File: src/rtl/keypad_digit_entry.sv
// Keypad digit entry: debounces one-hot keypad codes into single key actions
// and assembles a BCD entry of up to NDIGITS digits with clear, backspace and enter.
module keypad_digit_entry #(
  parameter  int NDIGITS       = 3,
  parameter  int STABLE_CYCLES = 4,
  localparam int VW            = 4 * NDIGITS,
  localparam int CW            = $clog2(NDIGITS + 1)
) (
  input  logic          clk,
  input  logic          rst,
  input  logic [15:0]   onehot,
  output logic [VW-1:0] digits,
  output logic [CW-1:0] digit_count,
  output logic          key_event,
  output logic [VW-1:0] entered_value,
  output logic          enter_valid,
  output logic          overflow
);

  localparam int                CNTW    = $clog2(STABLE_CYCLES + 1);
  localparam logic [CNTW-1:0]   CNT_MAX = CNTW'(STABLE_CYCLES);
  localparam logic [CW-1:0]     CNT_FULL = CW'(NDIGITS);

  localparam logic [3:0] K_CLEAR = 4'd10;
  localparam logic [3:0] K_BKSP  = 4'd11;
  localparam logic [3:0] K_ENTER = 4'd12;

  typedef enum logic [1:0] {IDLE, PRESS_DB, HELD, RELEASE_DB} state_t;

  state_t          state;
  logic [CNTW-1:0] cnt;
  logic [15:0]     cand;
  logic            key_vld;
  logic [3:0]      key;
  logic [CNTW-1:0] cnt_inc;
  logic            accept;

  // Map the raw code to a key; exact-match cases reject multi-bit and unmapped codes.
  always_comb begin
    key_vld = 1'b1;
    key     = 4'd0;
    case (onehot)
      16'h0008: key = 4'd0;
      16'h0080: key = 4'd1;
      16'h0040: key = 4'd2;
      16'h0020: key = 4'd3;
      16'h0800: key = 4'd4;
      16'h0400: key = 4'd5;
      16'h0200: key = 4'd6;
      16'h8000: key = 4'd7;
      16'h4000: key = 4'd8;
      16'h2000: key = 4'd9;
      16'h0001: key = K_CLEAR;
      16'h0002: key = K_BKSP;
      16'h0004: key = K_ENTER;
      default:  key_vld = 1'b0;
    endcase
  end

  // A press is accepted on the edge where the candidate has been seen STABLE_CYCLES times.
  always_comb begin
    cnt_inc = cnt + CNTW'(1);
    accept  = 1'b0;
    if (key_vld) begin
      if (state == IDLE && STABLE_CYCLES == 1)
        accept = 1'b1;
      else if (state == PRESS_DB && onehot == cand && cnt_inc == CNT_MAX)
        accept = 1'b1;
    end
  end

  // Debounce FSM: press stability, one action per hold, release stability.
  always_ff @(posedge clk) begin
    if (rst) begin
      state <= IDLE;
      cnt   <= '0;
      cand  <= '0;
    end else begin
      case (state)
        IDLE: if (key_vld) begin
          cand  <= onehot;
          cnt   <= CNTW'(1);
          state <= accept ? HELD : PRESS_DB;
        end
        PRESS_DB: begin
          if (onehot == cand && key_vld) begin
            cnt <= cnt_inc;
            if (accept) state <= HELD;
          end else if (key_vld) begin
            cand <= onehot;
            cnt  <= CNTW'(1);
          end else begin
            cnt   <= '0;
            state <= IDLE;
          end
        end
        HELD: if (onehot == 16'h0000) begin
          // A single clean sample is enough to release when no filtering is asked for.
          cnt   <= (STABLE_CYCLES == 1) ? '0 : CNTW'(1);
          state <= (STABLE_CYCLES == 1) ? IDLE : RELEASE_DB;
        end
        RELEASE_DB: begin
          if (onehot == 16'h0000) begin
            if (cnt_inc == CNT_MAX) begin
              cnt   <= '0;
              state <= IDLE;
            end else begin
              cnt <= cnt_inc;
            end
          end else begin
            cnt   <= '0;
            state <= HELD;
          end
        end
        default: begin
          cnt   <= '0;
          state <= IDLE;
        end
      endcase
    end
  end

  // Entry register: apply the accepted action and raise the one-cycle pulses.
  always_ff @(posedge clk) begin
    if (rst) begin
      digits        <= '0;
      digit_count   <= '0;
      entered_value <= '0;
      key_event     <= 1'b0;
      enter_valid   <= 1'b0;
      overflow      <= 1'b0;
    end else begin
      key_event   <= accept;
      enter_valid <= 1'b0;
      overflow    <= 1'b0;
      if (accept) begin
        case (key)
          K_CLEAR: begin
            digits      <= '0;
            digit_count <= '0;
          end
          K_BKSP: if (digit_count != '0) begin
            digits      <= digits >> 4;
            digit_count <= digit_count - CW'(1);
          end
          K_ENTER: begin
            entered_value <= digits;
            enter_valid   <= 1'b1;
            digits        <= '0;
            digit_count   <= '0;
          end
          default: begin
            if (digit_count == CNT_FULL) begin
              overflow <= 1'b1;
            end else begin
              digits      <= (digits << 4) | VW'(key);
              digit_count <= digit_count + CW'(1);
            end
          end
        endcase
      end
    end
  end

endmodule

File: config.mk
export PLATFORM = sky130hd
export DESIGN_NAME = keypad_digit_entry
export DESIGN_NICKNAME = d
export VERILOG_FILES = /design/src/rtl/keypad_digit_entry.sv
export SDC_FILE = /design/constraint.sdc
export NUM_CORES = 1
export LEC_CHECK = 0
export ABC_AREA = 0
export CAP_MARGIN = 40
export CORE_ASPECT_RATIO = 0.5
export CORE_MARGIN = 3
export CORE_UTILIZATION = 30
export CTS_BUF_LIST = sky130_fd_sc_hd__clkbuf_16
export DETAILED_ROUTE_END_ITERATION = 12
export GPL_TIMING_DRIVEN = 0
export PLACE_DENSITY = 0.56
export SYNTH_ARGS = -nofsm -noshare
export SYNTH_HDL_FRONTEND = slang
export SYNTH_SLANG_ARGS = --single-unit
File: constraint.sdc
create_clock -name clk -period 2.32 [get_ports clk]
set_input_delay 0.464 -clock clk [delete_from_list [all_inputs] [get_ports clk]]
set_output_delay 0.464 -clock clk [all_outputs]
set_load 0.005 [all_outputs]
## Word level (Yosys, flattened, before mapping)

Cells that the tools add are included.

- Bits in registers: 50
- Bits of input ports: 18

- Add/sub/neg operators: 3
- Eq/ne operators: 30
- Mux-type cells: 31
- Bitwise operators: 2
- Reductions and logical operators: 16

Operators with widths:

| cell | number |
|---|---|
| $pmux W4 S12 | 1 |
| $mux W16 | 2 |
| $pmux W16 S2 | 1 |
| $mux W12 | 2 |
| $pmux W12 S2 | 1 |
| $mux W2 | 10 |
| $eq A16 B1 Y1 const B | 1 |
| $eq A16 B10 Y1 const B | 1 |
| $eq A16 B11 Y1 const B | 1 |
| $eq A16 B12 Y1 const B | 1 |
| $eq A16 B14 Y1 const B | 1 |
| $eq A16 B15 Y1 const B | 1 |
| $eq A16 B16 Y1 | 1 |
| $eq A16 B16 Y1 const B | 1 |
| $eq A16 B2 Y1 const B | 1 |
| $eq A16 B3 Y1 const B | 1 |
| $eq A16 B4 Y1 const B | 1 |
| $eq A16 B6 Y1 const B | 1 |
| $eq A16 B7 Y1 const B | 1 |
| $eq A16 B8 Y1 const B | 1 |
| $logic_not A16 Y1 | 1 |
| $mux W3 | 5 |
| $reduce_or A13 Y1 | 1 |
| $eq A4 B4 Y1 const B | 3 |
| 23 further kinds | 41 |

## Logic depth before layout (Yosys ltp)

- Word-level depth: 8
- Depth in mapped cells: 10

## Worst setup path before layout

No wires, ideal clock.

- Path kind: input port to flip-flop
- Start: input onehot[12]
- End: register digits[9]
- Library setup time: 0.072 ns
- Arrival: 2.239 ns
- Data required time: 2.248 ns
- Slack: 0.010 ns
- Cell stages on the path: 8
- Buffers on the path: 2
- Path through: buf_4 -> xor2_1 -> nor4_1 -> nand4_2 -> a311oi_4 -> and3_1 -> buf_6 -> mux2i_1

- Word-level cells in the longest chain between the ends: 6
- Elaborated cells on any way between the ends: 29
- Classes of those cells: eq/ne (19); mux (5); reduce/logical (5)

RTL lines:

| element | line | text |
|---|---|---|
| start, declared | 11 | `input logic [15:0] onehot,` |
| $eq A16 B3 Y1, or another cell as far along | 42 | `case (onehot)` |
| $pmux W4 S12 or $logic_and A1 B1 Y1 (tied branches) | 42, 67 |  |
| $eq A4 B4 Y1 or $logic_and A1 B1 Y1 (tied branches) | 137, 67 |  |
| $reduce_or A2 Y1 (no line) or $mux W1 (tied branches) | - |  |
| $ne A3 B2 Y1 (no line) or $mux W1 (tied branches) | - |  |
| $reduce_and A3 Y1 (no line) | - |  |
| end signal, assigned | 143 | `digits <= digits >> 4;` |
| end signal, assigned | 156 | `digits <= (digits << 4) \| VW'(key);` |
| end, declared | 12 | `output logic [VW-1:0] digits,` |

Several ways; a longest one is shown, not always the timed one.
A chain may end at the register's enable or synchronous reset.

## Worst setup path in the final report

- Start: input onehot[1]
- End: register cnt[0]

- Word-level cells in the longest chain between the ends: 6
- Elaborated cells on any way between the ends: 25
- Classes of those cells: eq/ne (16); mux (5); reduce/logical (4)

RTL lines:

| element | line | text |
|---|---|---|
| $eq A16 B3 Y1, or another cell as far along | 42 |  |
| $reduce_or A13 Y1 (no line) | - |  |
| $mux W1 | 42 |  |
| $mux W1 or $logic_and A1 B1 Y1 (tied branches) | 89, 86 |  |
| $mux W3 | 86 | `if (onehot == cand && key_vld) begin` |
| $pmux W3 S4 | 79 | `case (state)` |
| end signal, assigned | 87 | `cnt <= cnt_inc;` |
| end signal, assigned | 99 | `cnt <= (STABLE_CYCLES == 1) ? '0 : CNTW'(1);` |
| end signal, assigned | 108 | `cnt <= cnt_inc;` |
| end, declared | 31 | `logic [CNTW-1:0] cnt;` |

Several ways; a longest one is shown, not always the timed one.

==> reports/qor.txt <==
Slew margin rel. = 48.6%
# hold bufs at CTS = 0
Via count = 2938
GRT Util Overall = 15.4%
Yosys top cell by area = dfxtp_1
Max-cap viol count = 0
Post-DR vias/cell = 5.23
Crit path max fanout = 10
Num CTS Buffers = 5
Dpl cell area = 0.00367 sq mm
Die footprint = 0.0118 sq mm
Vias in the first global route = 2788
Hold Crit Depth = 3
Initial Utilization = 32.0%
Skew-Pair Late Insertion Delay = 0.30 ns
DP Worst Slack = -0.897 ns
Power density cells = 445 mW/mm^2
Critical path data arrival time = 2.47 ns
Clk sinks = 50
P_int = 1.35 mW
Mapped Avg Cell Area = 8.60 sq um
First-pass GRT wire length = 14600 um
Synth cell types = 61
Clock group share of total power = 42.2%
Sequential share of power = 46.4%
Status = finished, final reports clean
Share of layout cells above drive strength 1 = 23.0%
Final Max Slew Viols = 0
Logic pwr share = 11.3%
Final Power = 1.86 mW
Warnings from Yosys = 0
CTS clk-pin slew, worst paths = 0.08 ns
Final antenna-violating net count = 0
Syn Inst Count = 366
Finished layout cell area = 0.00418 sq mm
Ports = 47
Clk Tree Root Cell = clkbuf_16
Area Overhead vs Synth = 32.7%
Nets@finish = 446
CTS H-tree lvls = 2
Final Util = 42.5%
P_sw = 0.506 mW
Starting DRT DRC Count = 229
Tmin final = 2.26 ns
Top cell type's share of synthesized area = 31.8%
Setup CP Type = in2reg
Antenna violations before repair = 0
GRT Residual Overflow = 0
Core area = 0.00982 sq mm
Final Hold Violating Endpoints = 0
Die X = 151 um
Leakage = 1.41 nW
Critical Path RT = 2.53 ns
EDFF count, synth = 0
Primary FF master, synth = dfxtp_1
Pin count of the biggest net entering global routing = 19
I/O Buffers = 35
Ys async rst share = 0%
Register bit count reported by yosys = 50
Worst-case clock buffer depth = 2
Fin Clk Skew = 0.00723 ns
Mapped Nets = 386
Floorplan row count = 25
Worst setup EP type = flop
Iteration count of the initial detailed-routing pass = 4
Fmax = 443 MHz
Fillers = 1002
Crit path launch type = primary input
Sequential fraction of the synthesis area = 31.8%
Post-Layout Cell Count = 562
Area contributors post-synth = dfxtp_1 (32%), xor2_1 (6.1%), mux2i_1 (5.4%), nand3_1 (4.1%), a21oi_1 (3.8%)
Mapped cell area = 0.00315 sq mm
Reg2Reg Depth = 7
Post-DP HPWL = 6540 um
Final Routed Wirelength = 9160 um
Final Cycle Share = 97.2%
Routability cong. = 0.960
Worst vdd ir = 0.000236 V
CTS tree = done
Final Worst Setup Slack = 0.0640 ns
DR WL/cell = 16.3 um
Measured slew at the worst slew-check pin = 0.761 ns
Switching Share = 27.3%
# DRC = 0
HP Class = in2reg
Ant. Diodes = 0
Placed cell count = 536
RSZ-0062 raised after global routing = yes
# setup viols final = 0
Chip height = 78.4 um
## layout make-up
cell class / count / area [sq um] / share of cell area, %
tap: 135 / 169 / 4.04
timing repair buffer: 53 / 475 / 11.4
sequential: 50 / 1000 / 24.0
clock inverter: 3 / 28.8 / 0.689
inverter: 7 / 26.3 / 0.629
buffer: 34 / 246 / 5.90
multi-input combinational: 275 / 2100 / 50.4
clock buffer: 5 / 125 / 3.00
## sequential cells by signal, indices dropped and copies added (netlist names)
name	count
entered_value	12
state	2
cnt	3
digits	12
enter_valid	1
key_event	1
digit_count	2
cand	16
overflow	1
## worst max-delay path, stage by stage
cell	delay [ns]
dlygate4sd2_1	0.29
buf_6	0.17
or4_4	0.56
nor2_2	0.17
o2bb2ai_2	0.16
o41ai_4	0.10
buf_4	0.18
and3_1	0.18
a221oi_2	0.20
## cell usage after synthesis (2+ instances only)
cell       count
o21a_1         5
nor2b_1        7
ha_1           2
o21ai_0       19
nor2_1        29
buf_4          5
nor4_2         3
a31oi_1        6
a211oi_1       2
nor3_1        12
clkbuf_1      11
and3_1         5
nor3b_1        3
or3_1          2
nand2_1       14
a21oi_1       24
nand4_1        6
nor4b_1        2
a2bb2oi_1      5
dfxtp_1       50
o2bb2ai_1      2
nand3_1       26
nor4_4         2
buf_2          9
xor2_1        22
mux2i_1       17
or4_1          6
xnor2_1        3
buf_6          8
o2111ai_1      2
nor3_2         2
o41a_2         2
inv_1          6
mux2_4         4
and2_1         4
o311ai_0       2
nor4_1        13
## cells by family after synthesis
logic type / share of synthesized area (%)
simple gates: 27.9
mux: 7.32
buf+inv: 7.75
compound gates: 17.5
flops: 31.8
fa+ha+maj: 0.795
xor+xnor: 6.96
## repair_timing
item | CTS | global route
buffers inserted | 10 | 7
pin swaps | 7 | 10
setup endpoints to repair | 49 | 46
cloned | 0 | 1
resized for setup | 36 | 33
## path summary, 6_finish.rpt
path                                             from  slack, ns                endpoint
worst max-delay path                        onehot[1]       0.06     cnt[0]$_SDFFE_PP0P_
worst min-delay path                       onehot[10]       0.45   cand[10]$_SDFFE_PP0P_
worst max register to register    cnt[0]$_SDFFE_PP0P_       0.20  digits[9]$_SDFFE_PP0P_
worst min register to register  cand[12]$_SDFFE_PP0P_       0.49   cand[12]$_SDFFE_PP0P_
## layer usage
metal  share of wire (%)  GRT usage [%]  vias up
met5                   0              0        -
met4                0.21           1.90        0
met3                 4.5           3.17        2
met2                  46           25.0       58
met1                  49           21.7     1413
li1                    -              -     1465
## metrics by stage
stage | hold WS, ns | TNS, ns
floorplan | 0.458 | 0
detailed placement | 0.480 | -38.29
global placement | 0.471 | -39.44
global route | 0.480 | -0.0525
CTS | 0.453 | 0
finish | 0.454 | 0
## layout by cell type (no fill, tap or decap), drive strengths merged, types with 3 or more instances in the layout
cell type | synthesis | routed
dfxtp | 50 | 50
buf | 23 | 41
clkdlybuf4s50 | 0 | 29
nor2 | 29 | 29
nand3 | 27 | 27
a21oi | 25 | 25
xor2 | 22 | 22
o21ai | 19 | 19
clkbuf | 11 | 19
nor4 | 18 | 18
mux2i | 17 | 17
nand2 | 15 | 15
nor3 | 14 | 14
inv | 6 | 8
nor2b | 7 | 7
nand4 | 7 | 7
a31oi | 6 | 6
or4 | 6 | 6
a2bb2oi | 5 | 5
and3 | 5 | 5
o21a | 5 | 5
and2 | 4 | 4
mux2 | 4 | 4
xnor2 | 3 | 3
nor3b | 3 | 3
nor4b | 3 | 3
or2 | 3 | 3
## power by group through the flow
stage / sequential (mW) / combinational, mW / clock, mW
after floorplan: 0.882 / 0.122 / 0
after global placement: 0.883 / 0.178 / 0
after detailed placement: 0.883 / 0.178 / 0
after CTS: 0.862 / 0.196 / 0.807
after global routing: 0.863 / 0.226 / 0.839
final: 0.862 / 0.210 / 0.784
Note: power is estimated with default switching activity, not from simulation.
==> edit 1 (same settings) <==
Register the output `digit_count` once more, without a reset; this adds one clock of latency there. The other outputs are not delayed to match.
--- a/src/rtl/keypad_digit_entry.sv
+++ b/src/rtl/keypad_digit_entry.sv
@@ -27,4 +27,6 @@
 
   typedef enum logic [1:0] {IDLE, PRESS_DB, HELD, RELEASE_DB} state_t;
+
+  logic [CW-1:0] digit_count_s0;
 
   state_t          state;
@@ -125,5 +127,5 @@
     if (rst) begin
       digits        <= '0;
-      digit_count   <= '0;
+      digit_count_s0 <= '0;
       entered_value <= '0;
       key_event     <= 1'b0;
@@ -138,9 +140,9 @@
           K_CLEAR: begin
             digits      <= '0;
-            digit_count <= '0;
+            digit_count_s0 <= '0;
           end
-          K_BKSP: if (digit_count != '0) begin
+          K_BKSP: if (digit_count_s0 != '0) begin
             digits      <= digits >> 4;
-            digit_count <= digit_count - CW'(1);
+            digit_count_s0 <= digit_count_s0 - CW'(1);
           end
           K_ENTER: begin
@@ -148,12 +150,12 @@
             enter_valid   <= 1'b1;
             digits        <= '0;
-            digit_count   <= '0;
+            digit_count_s0 <= '0;
           end
           default: begin
-            if (digit_count == CNT_FULL) begin
+            if (digit_count_s0 == CNT_FULL) begin
               overflow <= 1'b1;
             end else begin
               digits      <= (digits << 4) | VW'(key);
-              digit_count <= digit_count + CW'(1);
+              digit_count_s0 <= digit_count_s0 + CW'(1);
             end
           end
@@ -163,4 +165,8 @@
   end
 
+  always_ff @(posedge clk) begin
+    digit_count <= digit_count_s0;
+  end
+
 endmodule
 
Check against the original RTL: not equivalent (a bounded check fails within 10 cycles, from zero or initial values and one cycle with rst high).
==> edit 1 against the unedited design <==
- the run now ends with negative setup slack left
- non-clock buffer count down 2
- core utilization grew 3.2 points
- power decreased by 4.0%
- area after synthesis is 12% lower
- combinational power fell by 24%
- clock skew is 0.0036 ns lower
- routed wire length decreased by 9.2%
- sequential cell count up 2
- cell area fell by 3.4%
- setup slack got worse by 0.44 ns
==> edit 1: results (changes against the unedited design) <==
[status]
status = finished, violations left  ; was complete, no violations
violations = negative setup slack

[global_route]
grt_use_total = 0.1576  ; was 0.1543
grt_pass1_wl_um = 13110  ; was 14580 µm
grt_max_degree = 17  ; was 19
grt_pass1_vias = 2558  ; was 2788

[min_path]
min_from = digit_count_s0[1]  ; was onehot[10]
whs_path_depth = 0  ; was 3
holdPathEnd = digit_count[1]  ; was cand[10]

[setup_path]
critPathMaxStageDelay_ns = 0.53  ; was 0.56 ns
r2r-end = entered_value[2]  ; was digits[9]
critPathCapture = digits[11]  ; was cnt[0]
startpoint = onehot[5]  ; was onehot[1]
rrSetupSlack_ns = -0.15  ; was 0.20 ns
rr_worst_depth = 9  ; was 7
arrival_ns = 2.91  ; was 2.47 ns

[timing]
fin_ws_ns = -0.3736  ; was 0.06402 ns
skew_ns = 0.003625  ; was 0.007232 ns
setup_violations = 49  ; was 0

[power]
p_leak_nw = 1.416  ; was 1.407 nW
switchingPower_mw = 0.4334  ; was 0.5060 mW
power.internal_mw = 1.350  ; was 1.351 mW
pwr-share-comb = 0.089  ; was 0.113
pg_clk_mw = 0.732  ; was 0.784 mW

[synth]
synth.yosys.seq_area_share = 0.3778  ; was 0.3181
synth-adder-area-share = 0.009083  ; was 0.007952
synth.area.mux_share = 0.1017  ; was 0.07316
synth_area_leaders = dfxtp_1, mux2i_1, xor2_1, nor2_1, nor4_1  ; was dfxtp_1, xor2_1, mux2i_1, nand3_1, a21oi_1
synth_compound_area_frac = 0.1435  ; was 0.1746
yosys-top-cells-count = dfxtp_1, nor2_1, mux2i_1  ; was dfxtp_1, nor2_1, nand3_1
yosysUniqueCellTypes = 49  ; was 61

[cells_and_area]
num-fill-cells = 839  ; was 1002
multiInputGateArea_um2 = 1887  ; was 2105 µm²
layout.nets = 400  ; was 446
drive_gt1_frac = 0.2730  ; was 0.2295

[route]
drt-vias-per-instance = 5.155  ; was 5.228
detail_route.iter0.violations = 114  ; was 229

[placed_design]
pre_cts_ws_ns = -1.423  ; was -0.8975 ns
placed_area_um2 = 3351  ; was 3666 µm²
gp_congestion = 0.8574  ; was 0.9601
hpwl_um = 5695  ; was 6542 µm

edit 1: changes by cell type after synthesis, sizes merged, moves of 6 or more:
cell,change
a211oi,+6
a21oi,-17
buf,-16
clkbuf,+7
mux2i,+11
nand3,-19
nor2,+15
nor3,-7
o21ai,-11
edit 1: per-layer routing:
layer	part of all wire	global-route usage	vias up
li1	-	-	1267
met3	0.043	0.03251	14
met4	0.012	0.04043	0
met1	0.46	0.2032	1241
met2	0.48	0.2723	45
met5	0	0	-
edit 1: layout make-up:
class                           instances  share of cell area
Clock buffer                            5             0.03103
Multi-Input combinational cell        227              0.4679
Inverter                                9            0.008377
Timing Repair Buffer                   60              0.1430
Sequential cell                        52              0.2581
Buffer                                 25             0.05057
Clock inverter                          3            0.004654
Tap cell                              117             0.03630
edit 1: worst reg2reg max path: cells and delay by family, from the launching register on:
family	cells	cell delay (ns)
xor+xnor	1	0.16
buf+inv	2	0.33
simple gates	5	1.34
flops	1	0.32
mux	1	0.19
edit 1: stage by stage:
stage | TNS [ns] | hold slack [ns] | instances
6_report | -12.52 | 0.4162 | 498
2_1_floorplan | -18.10 | 0.3847 | 313
4_1_cts | -10.91 | 0.4170 | 491
3_3_place_gp | -58.50 | 0.4053 | 465
5_1_grt | -15.62 | 0.4271 | 498
3_5_place_dp | -59.63 | 0.4089 | 465
edit 1: cell families after synthesis:
| family | after synthesis |
|---|---|
| AND/OR/NAND/NOR | 120 |
| buffers and inverters | 34 |
| flip-flops | 52 |
| AO/OA/AOI/OAI | 53 |
| multiplexers | 28 |
| XOR/XNOR | 24 |
| adder cells (fa/ha/maj) | 2 |
edit 1: repair_timing:
item	4_1_cts	5_1_grt
gates cloned	2	0
gates resized for setup	72	35
buffers inserted	17	8
pin swaps	17	9
setup endpoints to repair	50	50
==> edit 2 (same flow settings) <==
Without the edit above. The parameter `NDIGITS` goes from 3 to 6.
--- a/src/rtl/keypad_digit_entry.sv
+++ b/src/rtl/keypad_digit_entry.sv
@@ -2,5 +2,5 @@
 // and assembles a BCD entry of up to NDIGITS digits with clear, backspace and enter.
 module keypad_digit_entry #(
-  parameter  int NDIGITS       = 3,
+  parameter  int NDIGITS       = 6,
   parameter  int STABLE_CYCLES = 4,
   localparam int VW            = 4 * NDIGITS,
Ports: changed (resized digit_count, digits and entered_value); port bits go from 47 to 72. No check against the original RTL was run, so the function may have changed too.
==> edit 2 against the unedited design <==
- the run now ends with negative setup slack left
- non-clock buffer count increased by 58
- via count increased by 17%
- largest power group is now clock
- cell area increased by 38%
- area after synthesis up 19%
- clock power is 88% higher
- die area increased by 18%
- register-to-register slack worse by 0.25 ns
- power is 58% higher
- sequential cell count rose by 25
- routed wire length up 26%
- setup slack got worse by 0.70 ns
- synthesized cell count rose by 11%
- count of clock-buffer cells in the layout grew 4
==> edit 2: results (changes against the unedited design) <==
[global_route]
met3_usage = 0.04388  ; was 0.03172
antenna_found_initial = 0  ; unchanged
grtUsageMet2 = 0.2620  ; was 0.2503
grt_util_met1 = 0.2318  ; was 0.2172
grt_pass1_wl_um = 18020  ; was 14580 µm
grt_pass1_vias = 3297  ; was 2788
grt_use_total = 0.1687  ; was 0.1543
grt_max_degree = 13  ; was 19

[synth]
synth_nets = 427  ; was 386
synth.yosys.seq_area_share = 0.4021  ; was 0.3181
synth_area_leaders = dfxtp_1, mux2i_1, nor2_1, xnor2_1, a22o_1  ; was dfxtp_1, xor2_1, mux2i_1, nand3_1, a21oi_1
yosysUniqueCellTypes = 54  ; was 61
synth_cells = 406  ; was 366
yosys-top-cells-count = dfxtp_1, nor2_1, mux2i_1  ; was dfxtp_1, nor2_1, nand3_1

[cts]
worstSkewPairLatency_ns = 0.34  ; was 0.30 ns
htreeDepth = 3  ; was 2
clk_pin_slew_ns = 0.05  ; was 0.08 ns
clock-root-buffer = clkbuf_16  ; unchanged
numCtsBuffers = 9  ; was 5
clk_path_buf_depth = 2  ; unchanged

[timing]
worst_slew_pin_slew_ns = 0.6806  ; was 0.7613 ns
setup_violations = 75  ; was 0
skew_ns = 0.008386  ; was 0.007232 ns
fin_tns_setup_ns = -38.08  ; was 0 ns
fin_ws_ns = -0.6313  ; was 0.06402 ns

[setup_path]
path_delay_family = simple AND/OR/NAND/NOR gates  ; unchanged
crit_fanout = 5  ; was 10

[cells_and_area]
reg_top3 = digits (24), entered_value (24), cand (16)  ; was cand (16), digits (12), entered_value (12)
final_cells = 695  ; was 562
drive_gt1_frac = 0.2491  ; was 0.2295
layout.nets = 547  ; was 446
antennaDiodeCount = 0  ; unchanged

[status]
status = finished, violations left  ; was complete, no violations
violations = negative setup slack

[power]
p_leak_nw = 1.963  ; was 1.407 nW
peakVddDrop_mv = 0.3152  ; was 0.2356 mV

[placed_design]
hpwl_um = 7417  ; was 6542 µm
gp_congestion = 0.7763  ; was 0.9601
placed_area_um2 = 4662  ; was 3666 µm²
placed_cells = 635  ; was 536
numPortBuffers = 63  ; was 35

[route]
detail_route.iter0.violations = 194  ; was 229
wl_per_cell_um = 16.55  ; was 16.30 µm
vias = 3430  ; was 2938

-- edit 2: cell count changes after synthesis, moves of 7 or more --
cell,delta
dfxtp_1,+25
xnor2_1,+18
mux2i_1,+38
nor3_1,-9
nor2_1,+42
a22o_1,+16
nor4_1,-7
xor2_1,-16
a21oi_1,-13
nand3_1,-17
clkbuf_1,+12
-- edit 2: power by group --
part	total, mW	leakage [nW]	switching (mW)	internal, mW
combinational	0.175	1.20	0.0987	0.0768
sequential	1.29	0.604	0.0000402	1.29
clock	1.47	0.155	0.544	0.930
total	2.94	1.96	0.642	2.29
-- edit 2: final timing paths --
| kind | from | endpoint | slack [ns] | depth (start not counted) |
|---|---|---|---|---|
| worst max-delay path | onehot[11] | entered_value[10] | -0.63 | 9 |
| worst min-delay path | onehot[6] | cand[6] | 0.41 | 3 |
| worst max register to register | cnt[0] | entered_value[10] | -0.05 | 10 |
| worst min register to register | cand[12] | cand[12] | 0.49 | 1 |
-- edit 2: area by class of cell --
type,count,area [µm²]
repair buffers,109,1122
multi-input cells,290,2251
clock buffers,9,225.2
inverters,5,18.77
plain buffers,36,337.8
clock inverters,6,81.33
flip-flops and latches,75,1501
fillers,1133,6237
well taps,165,206.4
-- edit 2: cell families (layout without fill, tap and decap cells) --
family | Yosys count | after routing | synth area share
adders and majority gates | 3 | 3 | 0.01206
DFF | 75 | 75 | 0.4021
AOI/OAI and AO/OA | 68 | 68 | 0.1330
buffers and inverters | 41 | 165 | 0.05429
muxes | 56 | 56 | 0.1505
xor gates and xnor gates | 27 | 27 | 0.06334
and+or+nand+nor | 136 | 136 | 0.1847
-- edit 2: tightest hold or removal path: cells and delay by family --
kind | cells | cell delay [ns]
mux | 1 | 0.07
buf+inv | 1 | 0.10
simple gates | 1 | 0.07
-- edit 2: layer usage --
| metal | vias up | wire length (µm) |
|---|---|---|
| met4 | 0 | 158 |
| met3 | 13 | 398 |
| li1 | 1685 | - |
| met2 | 52 | 5144 |
| met5 | - | 0 |
| met1 | 1680 | 5797 |
-- edit 2: per-stage QoR --
stage,setup slack (ns),hold WS [ns]
detailed placement,-1.880,0.4702
floorplan,-0.9171,0.4517
global placement,-1.944,0.4659
CTS,-0.6436,0.3975
finish,-0.6313,0.4090
global route,-0.7103,0.4453
-- edit 2: repair_timing --
action,CTS,global route
gates resized for setup,100,32
setup buffers,48,5
pin swaps,27,14
cloned,6,0
endpoints found under the hold margin,0,0
setup endpoints to repair,75,75
